### config.mk
export PLATFORM = sky130hd
export DESIGN_NAME = uart_rx_fifo
export DESIGN_NICKNAME = d
export VERILOG_FILES = /design/src/rtl/uart_rx_fifo_pkg.sv /design/src/rtl/uart_sync_fifo.sv /design/src/rtl/uart_rx_fifo.sv
export SDC_FILE = /design/constraint.sdc
export NUM_CORES = 1
export LEC_CHECK = 0
export BUFFER_PORTS_ARGS = -buffer_cell sky130_fd_sc_hd__buf_2
export CAP_MARGIN = 10
export CORE_MARGIN = 4
export CORE_UTILIZATION = 25
export CTS_BUF_LIST = sky130_fd_sc_hd__clkbuf_8 sky130_fd_sc_hd__clkbuf_16
export CTS_CLUSTER_DIAMETER = 100
export DETAILED_ROUTE_END_ITERATION = 12
export SLEW_MARGIN = 10
export SYNTH_ARGS = -nofsm -noshare
export SYNTH_HDL_FRONTEND = slang
export SYNTH_SLANG_ARGS = --single-unit
### constraint.sdc
create_clock -name clk -period 5.2 [get_ports clk]
set_input_delay 1.04 -clock clk [delete_from_list [all_inputs] [get_ports clk]]
set_output_delay 1.04 -clock clk [all_outputs]
set_load 0.005 [all_outputs]
### src/rtl/uart_rx_fifo_pkg.sv
// Shared constants and types for the UART receive buffer.
// Latency: n/a (declarations only).
// Backpressure: n/a.
package uart_rx_fifo_pkg;

   localparam int RXF_DEPTH_LOG2 = 4;
   localparam int RXF_THRESH     = 12;
   localparam int ERR_CNT_W      = 8;

   typedef logic [7:0]           rx_byte_t;
   typedef logic [ERR_CNT_W-1:0] err_cnt_t;

   localparam err_cnt_t ERR_CNT_MAX = '1;

   // Saturating increment: holds at ERR_CNT_MAX instead of wrapping to zero.
   function automatic err_cnt_t err_cnt_inc(input err_cnt_t c);
      return (c == ERR_CNT_MAX) ? c : c + err_cnt_t'(1);
   endfunction

endpackage

### src/rtl/uart_sync_fifo.sv
// Synchronous FWFT FIFO: register array, wrapping pointers, occupancy counter.
// Latency: a push is visible on rdata/not_empty the next cycle; rdata is combinational from the head.
// Backpressure: push while full is refused unless a pop happens the same cycle; flush discards both.
module uart_sync_fifo #(
   parameter int WIDTH      = 8,
   parameter int DEPTH_LOG2 = 4
) (
   input  logic                  clk,
   input  logic                  rst_n,
   input  logic                  flush,
   input  logic                  push,
   input  logic                  pop,
   input  logic [WIDTH-1:0]      wdata,
   output logic [WIDTH-1:0]      rdata,
   output logic [DEPTH_LOG2:0]   level,
   output logic                  full,
   output logic                  not_empty
);

   localparam logic [DEPTH_LOG2:0] DEPTH = (DEPTH_LOG2+1)'(1) << DEPTH_LOG2;

   logic [WIDTH-1:0]      mem_q [0:(1<<DEPTH_LOG2)-1];
   logic [DEPTH_LOG2-1:0] wr_ptr_q, wr_ptr_d;
   logic [DEPTH_LOG2-1:0] rd_ptr_q, rd_ptr_d;
   logic [DEPTH_LOG2:0]   level_q, level_d;
   logic                  pop_ok, push_ok;

   // Full/empty come from the occupancy counter, so equal pointers are never ambiguous.
   assign not_empty = (level_q != '0);
   assign full      = (level_q == DEPTH);
   assign pop_ok    = pop & not_empty & ~flush;
   assign push_ok   = push & ~flush & (~full | pop_ok);
   assign rdata     = not_empty ? mem_q[rd_ptr_q] : '0;
   assign level     = level_q;

   // Next pointer/level state; flush clears everything and drops any same-cycle traffic.
   always_comb begin
      wr_ptr_d = wr_ptr_q;
      rd_ptr_d = rd_ptr_q;
      level_d  = level_q;
      if (flush) begin
         wr_ptr_d = '0;
         rd_ptr_d = '0;
         level_d  = '0;
      end else begin
         if (push_ok) wr_ptr_d = wr_ptr_q + DEPTH_LOG2'(1);
         if (pop_ok)  rd_ptr_d = rd_ptr_q + DEPTH_LOG2'(1);
         if (push_ok && !pop_ok)      level_d = level_q + (DEPTH_LOG2+1)'(1);
         else if (pop_ok && !push_ok) level_d = level_q - (DEPTH_LOG2+1)'(1);
      end
   end

   // Pointer and occupancy registers.
   always_ff @(posedge clk) begin
      if (!rst_n) begin
         wr_ptr_q <= '0;
         rd_ptr_q <= '0;
         level_q  <= '0;
      end else begin
         wr_ptr_q <= wr_ptr_d;
         rd_ptr_q <= rd_ptr_d;
         level_q  <= level_d;
      end
   end

   // Storage array; entries need no reset since level gates every read.
   always_ff @(posedge clk) begin
      if (rst_n && push_ok) mem_q[wr_ptr_q] <= wdata;
   end

endmodule

### src/rtl/uart_rx_fifo.sv
// UART receive buffer: one FIFO push per rx_done assertion, error counting, sticky overflow.
// Latency: byte visible on out_valid/out_data one cycle after the rx_done rising edge.
// Backpressure: FWFT valid/ready to the host; a byte arriving at a full FIFO with no pop is dropped and sets overflow.
// Optional: define UART_RX_FIFO_LEVEL_IRQ_EN to add the registered level_irq output.
module uart_rx_fifo
   import uart_rx_fifo_pkg::*;
#(
   parameter int DEPTH_LOG2 = RXF_DEPTH_LOG2,
   parameter int THRESH     = RXF_THRESH
) (
   input  logic                  clk,
   input  logic                  rst_n,
   input  logic                  rx_done,
   input  logic                  rx_err,
   input  logic [7:0]            rx_data,
   input  logic                  flush,
   input  logic                  out_ready,
   output logic                  out_valid,
   output logic [7:0]            out_data,
   output logic [DEPTH_LOG2:0]   level,
   output logic                  overflow,
   input  logic                  clr_status,
`ifdef UART_RX_FIFO_LEVEL_IRQ_EN
   output logic                  level_irq,
`endif
   output logic [7:0]            err_count
);

   logic     done_q, err_q;
   logic     overflow_q, overflow_d;
   err_cnt_t err_count_q, err_count_d;
   logic     push_stb, err_stb, pop, fifo_full;
   rx_byte_t fifo_rdata;

   assign push_stb = rx_done & ~done_q;
   assign err_stb  = rx_err & ~err_q;
   assign pop      = out_valid & out_ready;

   uart_sync_fifo #(
      .WIDTH      (8),
      .DEPTH_LOG2 (DEPTH_LOG2)
   ) u_fifo (
      .clk       (clk),
      .rst_n     (rst_n),
      .flush     (flush),
      .push      (push_stb),
      .pop       (pop),
      .wdata     (rx_data),
      .rdata     (fifo_rdata),
      .level     (level),
      .full      (fifo_full),
      .not_empty (out_valid)
   );

   assign out_data  = fifo_rdata;
   assign overflow  = overflow_q;
   assign err_count = err_count_q;

   // Status next-state: a new event in the clear cycle wins over the clear.
   always_comb begin
      overflow_d  = overflow_q;
      err_count_d = err_count_q;
      if (push_stb && fifo_full && !pop && !flush) overflow_d = 1'b1;
      else if (clr_status)                         overflow_d = 1'b0;
      if (err_stb) err_count_d = clr_status ? err_cnt_t'(1) : err_cnt_inc(err_count_q);
      else if (clr_status) err_count_d = '0;
   end

   // Edge detectors reset high so a level already asserted at reset release is ignored.
   always_ff @(posedge clk) begin
      if (!rst_n) begin
         done_q      <= 1'b1;
         err_q       <= 1'b1;
         overflow_q  <= 1'b0;
         err_count_q <= '0;
      end else begin
         done_q      <= rx_done;
         err_q       <= rx_err;
         overflow_q  <= overflow_d;
         err_count_q <= err_count_d;
      end
   end

`ifdef UART_RX_FIFO_LEVEL_IRQ_EN
   logic level_irq_q, level_irq_d;

   assign level_irq = level_irq_q;

   // Threshold flag follows the occupancy one cycle later; flush forces it low.
   always_comb begin
      level_irq_d = flush ? 1'b0 : (level >= (DEPTH_LOG2+1)'(THRESH));
   end

   // Registered threshold flag.
   always_ff @(posedge clk) begin
      if (!rst_n) level_irq_q <= 1'b0;
      else        level_irq_q <= level_irq_d;
   end
`else
   localparam int unused_thresh = THRESH;
`endif

endmodule

==> metrics.md <==
| Metric | Value |
|---|---|
| Final setup fails | `0` |
| Slew margin rel. | `28.60%` |
| CP Cell Sequence | `buf_4 > mux4_2 > nor2b_1 > a211oi_1 > a211oi_1 > buf_2` |
| Dpl cell area | `0.007012 mm²` |
| Critical path arrival | `2.98 ns` |
| Area Overhead vs Synth | `17.43%` |
| Remaining DRCs | `0` |
| First-pass DRT Iterations | `4` |
| Post-route cell area | `0.007614 mm²` |
| Placed wire-length estimate | `8711 µm` |
| Crit path top cell by count | `a211oi_1` |
| CP Launch Type | `register` |
| Top-count cell post-synth | `edfxtp_1` |
| # diodes | `0` |
| Syn_nets | `408` |
| Io pins | `38` |
| Peak supply drop | `205.0 µV` |
| Top delay family on crit path | `flip-flops` |
| DRT Wirelength | `12610 µm` |
| Critical Path End | `out_data[6]` |
| Leak | `0.002449 µW` |
| Distinct cell type count of the synthesized netlist | `49` |
| Share of Yosys cell area claimed by the top area cell type | `59.28%` |
| Initial antenna violation count | `0` |
| Cells after Synth | `382` |
| Post CTS Setup Buffer Count | `0` |
| Max Slew Vio Count | `0` |
| Mapped cell area | `0.006484 mm²` |
| Core Util, Final | `30.06%` |
| Async SR Flop Fraction | `0%` |
| Core area | `0.02533 mm²` |
| Die footprint | `0.02858 mm²` |
| Period utilization | `77.40%` |
| CTS Buf Count | `17` |
| Number of synthesized flops with an enable pin | `128` |
| Highest Clock Rate | `248.5 MHz` |
| Critical path capture point type | `output pin` |
| RR Endpoint | `u_fifo.level[4]$_SDFFE_PP0P_` |
| Critical-path top delay cell | `dfxtp_1` |
| CP required | `4.16 ns` |
| Largest stage delay on the critical path | `1.00 ns` |
| Initial drt markers | `238` |
| Reg2Reg Setup Slack | `1.87 ns` |
| Die Y | `169.0 µm` |
| Length in cells of the worst reg-to-reg path | `11` |
| Largest net degree at the start of global routing | `20` |
| IO Port Bufs | `37` |
| CTS Root Cell | `clkbuf_16` |
| Skew final | `0.01052 ns` |
| Maximum root-to-sink buffer count | `2` |
| Initial Util | `25.60%` |
| Via density | `4.508` |
| Clk sinks | `156` |
| Die W | `169.0 µm` |
| Hold path cells | `2` |
| Post-route ant nets | `0` |
| H-tree lvl count | `4` |
| Final min period | `4.025 ns` |
| Row cnt | `58` |
| RSZ-0062 raised after global routing | `no` |
| Vias | `3467` |
| First-pass GRT wire length | `20040 µm` |
| Number of global-route vias before repair | `3597` |
| Synth warn | `0` |
| Ranking of synthesized cells by area | `edfxtp_1, dfxtp_1, mux4_2, mux4_1, a211oi_1` |
| WP depth | `6` |
| Seq/Total Area, Yosys | `67.93%` |
| Worst-Margin Slew | `1.070 ns` |
| Setup CP Type | `register to output pin` |
| Status | `finished, final reports clean` |
| Commonest cells in the synthesized netlist | `edfxtp_1, dfxtp_1, nor2_1, mux4_2, a211oi_1` |
| Hold/Removal Path Class | `register to register` |
| Cell area power density | `353.7 mW/mm²` |
| Post-synth top area cell | `edfxtp_1` |
| Worst skew pair latency | `0.42 ns` |
| Congestion Overflow GR | `0` |
| Final #Nets | `452` |
| Top_reg_cell synth | `edfxtp_1` |
| Routed len/inst | `16.39 µm` |
| Hold_buf cts | `0` |
| Final weighted congestion in routability-driven placement | `0.8149` |
| Hold Violations, Final | `0` |
| Tot GR Track Use | `9.186%` |
| Max FO, Critical Path | `18` |
| Final Power | `2693 µW` |
| Worst r2r src | `u_fifo.level[1]$_SDFFE_PP0P_` |
| Layout cells sized above 1 | `24.60%` |
| Post-CTS sizing | `0` |
| Post-synthesis average cell area | `16.97 µm²` |
| Max Cap Violations | `0` |
| CP Buf/Inv Count | `2` |
| Worst-path clk slew | `0.07 ns` |
| Setup TNS Final | `0 ns` |
| Flops & latches, synth | `156` |
| TritonCTS clock tree | `built` |
## worst reg2reg max path: stages (launching register included)
cell and delay [ns]:
dfxtp_1 0.37, or4_1 0.71, nor2_2 0.51, inv_2 0.09, nand3_1 0.11, ha_1 0.17, inv_1 0.10, fa_1 0.42
nand3_1 0.12, a211oi_1 0.07, a31oi_1 0.19, mux2_2 0.35
## layout by cell type (no fill, tap or decap), types with 2 or more instances in the layout
master      netlist  routed
nor2b_1          10      10
clkbuf_16         0      17
inv_8             0       4
inv_1            12      12
o2111ai_1         2       2
mux4_2           23      23
xor2_1            4       4
dfxtp_1          28      28
nand2_1           5       5
buf_2             7      37
a31oi_1           4       4
clkinv_4          0       2
buf_4             4       8
a21oi_1           4       4
a211oi_1         20      20
bufinv_16         0       2
mux4_1            9       9
or4_1             2       2
nand4_1           2       2
nand2b_1          6       6
xnor2_1           6       6
nor3_1            2       2
nor2_1           25      25
edfxtp_1        128     128
o21ai_0           3       3
ha_1             10      10
nor3b_1           3       3
nor4_1            6       6
mux2i_1          13      13
o211ai_1          3       3
nand3_1           7       7
inv_6             0       3
clkinvlp_4        0       3
and2_1            8       8
## sequential cells by signal (all words and copies together) (netlist names), named ones only
name	cells
done_q	1
err_q	1
u_fifo.wr_ptr_q	4
u_fifo.level	5
overflow	1
u_fifo.rd_ptr_q	4
u_fifo.mem_q	128
err_count	8
## report_power, final
| group | switching [µW] | total, µW | internal [µW] |
|---|---|---|---|
| Sequential | 5.60 | 1360 | 1350 |
| Combinational | 48.1 | 76.1 | 28.0 |
| Clock | 535 | 1260 | 725 |
| Total | 588 | 2690 | 2100 |
## kinds of logic (layout without fill, tap and decap cells)
logic type | after synthesis | after routing | synth area share, %
XOR/XNOR | 10 | 10 | 1.351
AO/OA/AOI/OAI | 42 | 42 | 4.767
multiplexers | 46 | 46 | 13.82
adder cells (fa/ha/maj) | 11 | 11 | 2.239
flip-flops | 156 | 156 | 67.93
AND/OR/NAND/NOR | 84 | 84 | 7.140
buffers and inverters | 33 | 90 | 2.759
## worst min path at each step
stage                           from                     to  slack, ns
2_1_floorplan  overflow$_SDFFE_PN0P_  overflow$_SDFFE_PN0P_       0.46
3_3_place_gp   overflow$_SDFFE_PN0P_  overflow$_SDFFE_PN0P_       0.46
3_5_place_dp   overflow$_SDFFE_PN0P_  overflow$_SDFFE_PN0P_       0.46
4_1_cts        overflow$_SDFFE_PN0P_  overflow$_SDFFE_PN0P_       0.48
5_1_grt        overflow$_SDFFE_PN0P_  overflow$_SDFFE_PN0P_       0.55
6_report       overflow$_SDFFE_PN0P_  overflow$_SDFFE_PN0P_       0.48
## metrics by stage
| stage | std cells | worst slack (ns) | hold WS (ns) |
|---|---|---|---|
| after global routing | 769 | 0.9319 | 0.5517 |
| after floorplan | 382 | 2.033 | 0.4618 |
| after global placement | 737 | 1.624 | 0.4631 |
| after detailed placement | 737 | 1.567 | 0.4629 |
| after CTS | 769 | 1.103 | 0.4818 |
| final | 769 | 1.175 | 0.4812 |
## area by class of cell
type | count | area [µm²]
Multi-Input combinational cell | 193 | 1901
Fill cell | 2489 | 17710
Sequential cell | 156 | 4404
Tap cell | 330 | 412.9
Clock inverter | 15 | 176.4
Timing Repair Buffer | 45 | 245.2
Inverter | 13 | 48.80
Clock buffer | 17 | 425.4
## routing by layer
layer	vias to the layer above	GRT usage (%)	wire length [µm]
met1	1785	12.43	5995
met3	9	3.246	586
li1	1598	-	-
met5	-	0	0
met4	0	2.345	141
met2	75	14.16	5882
Note: power is estimated with default switching activity, not from simulation.
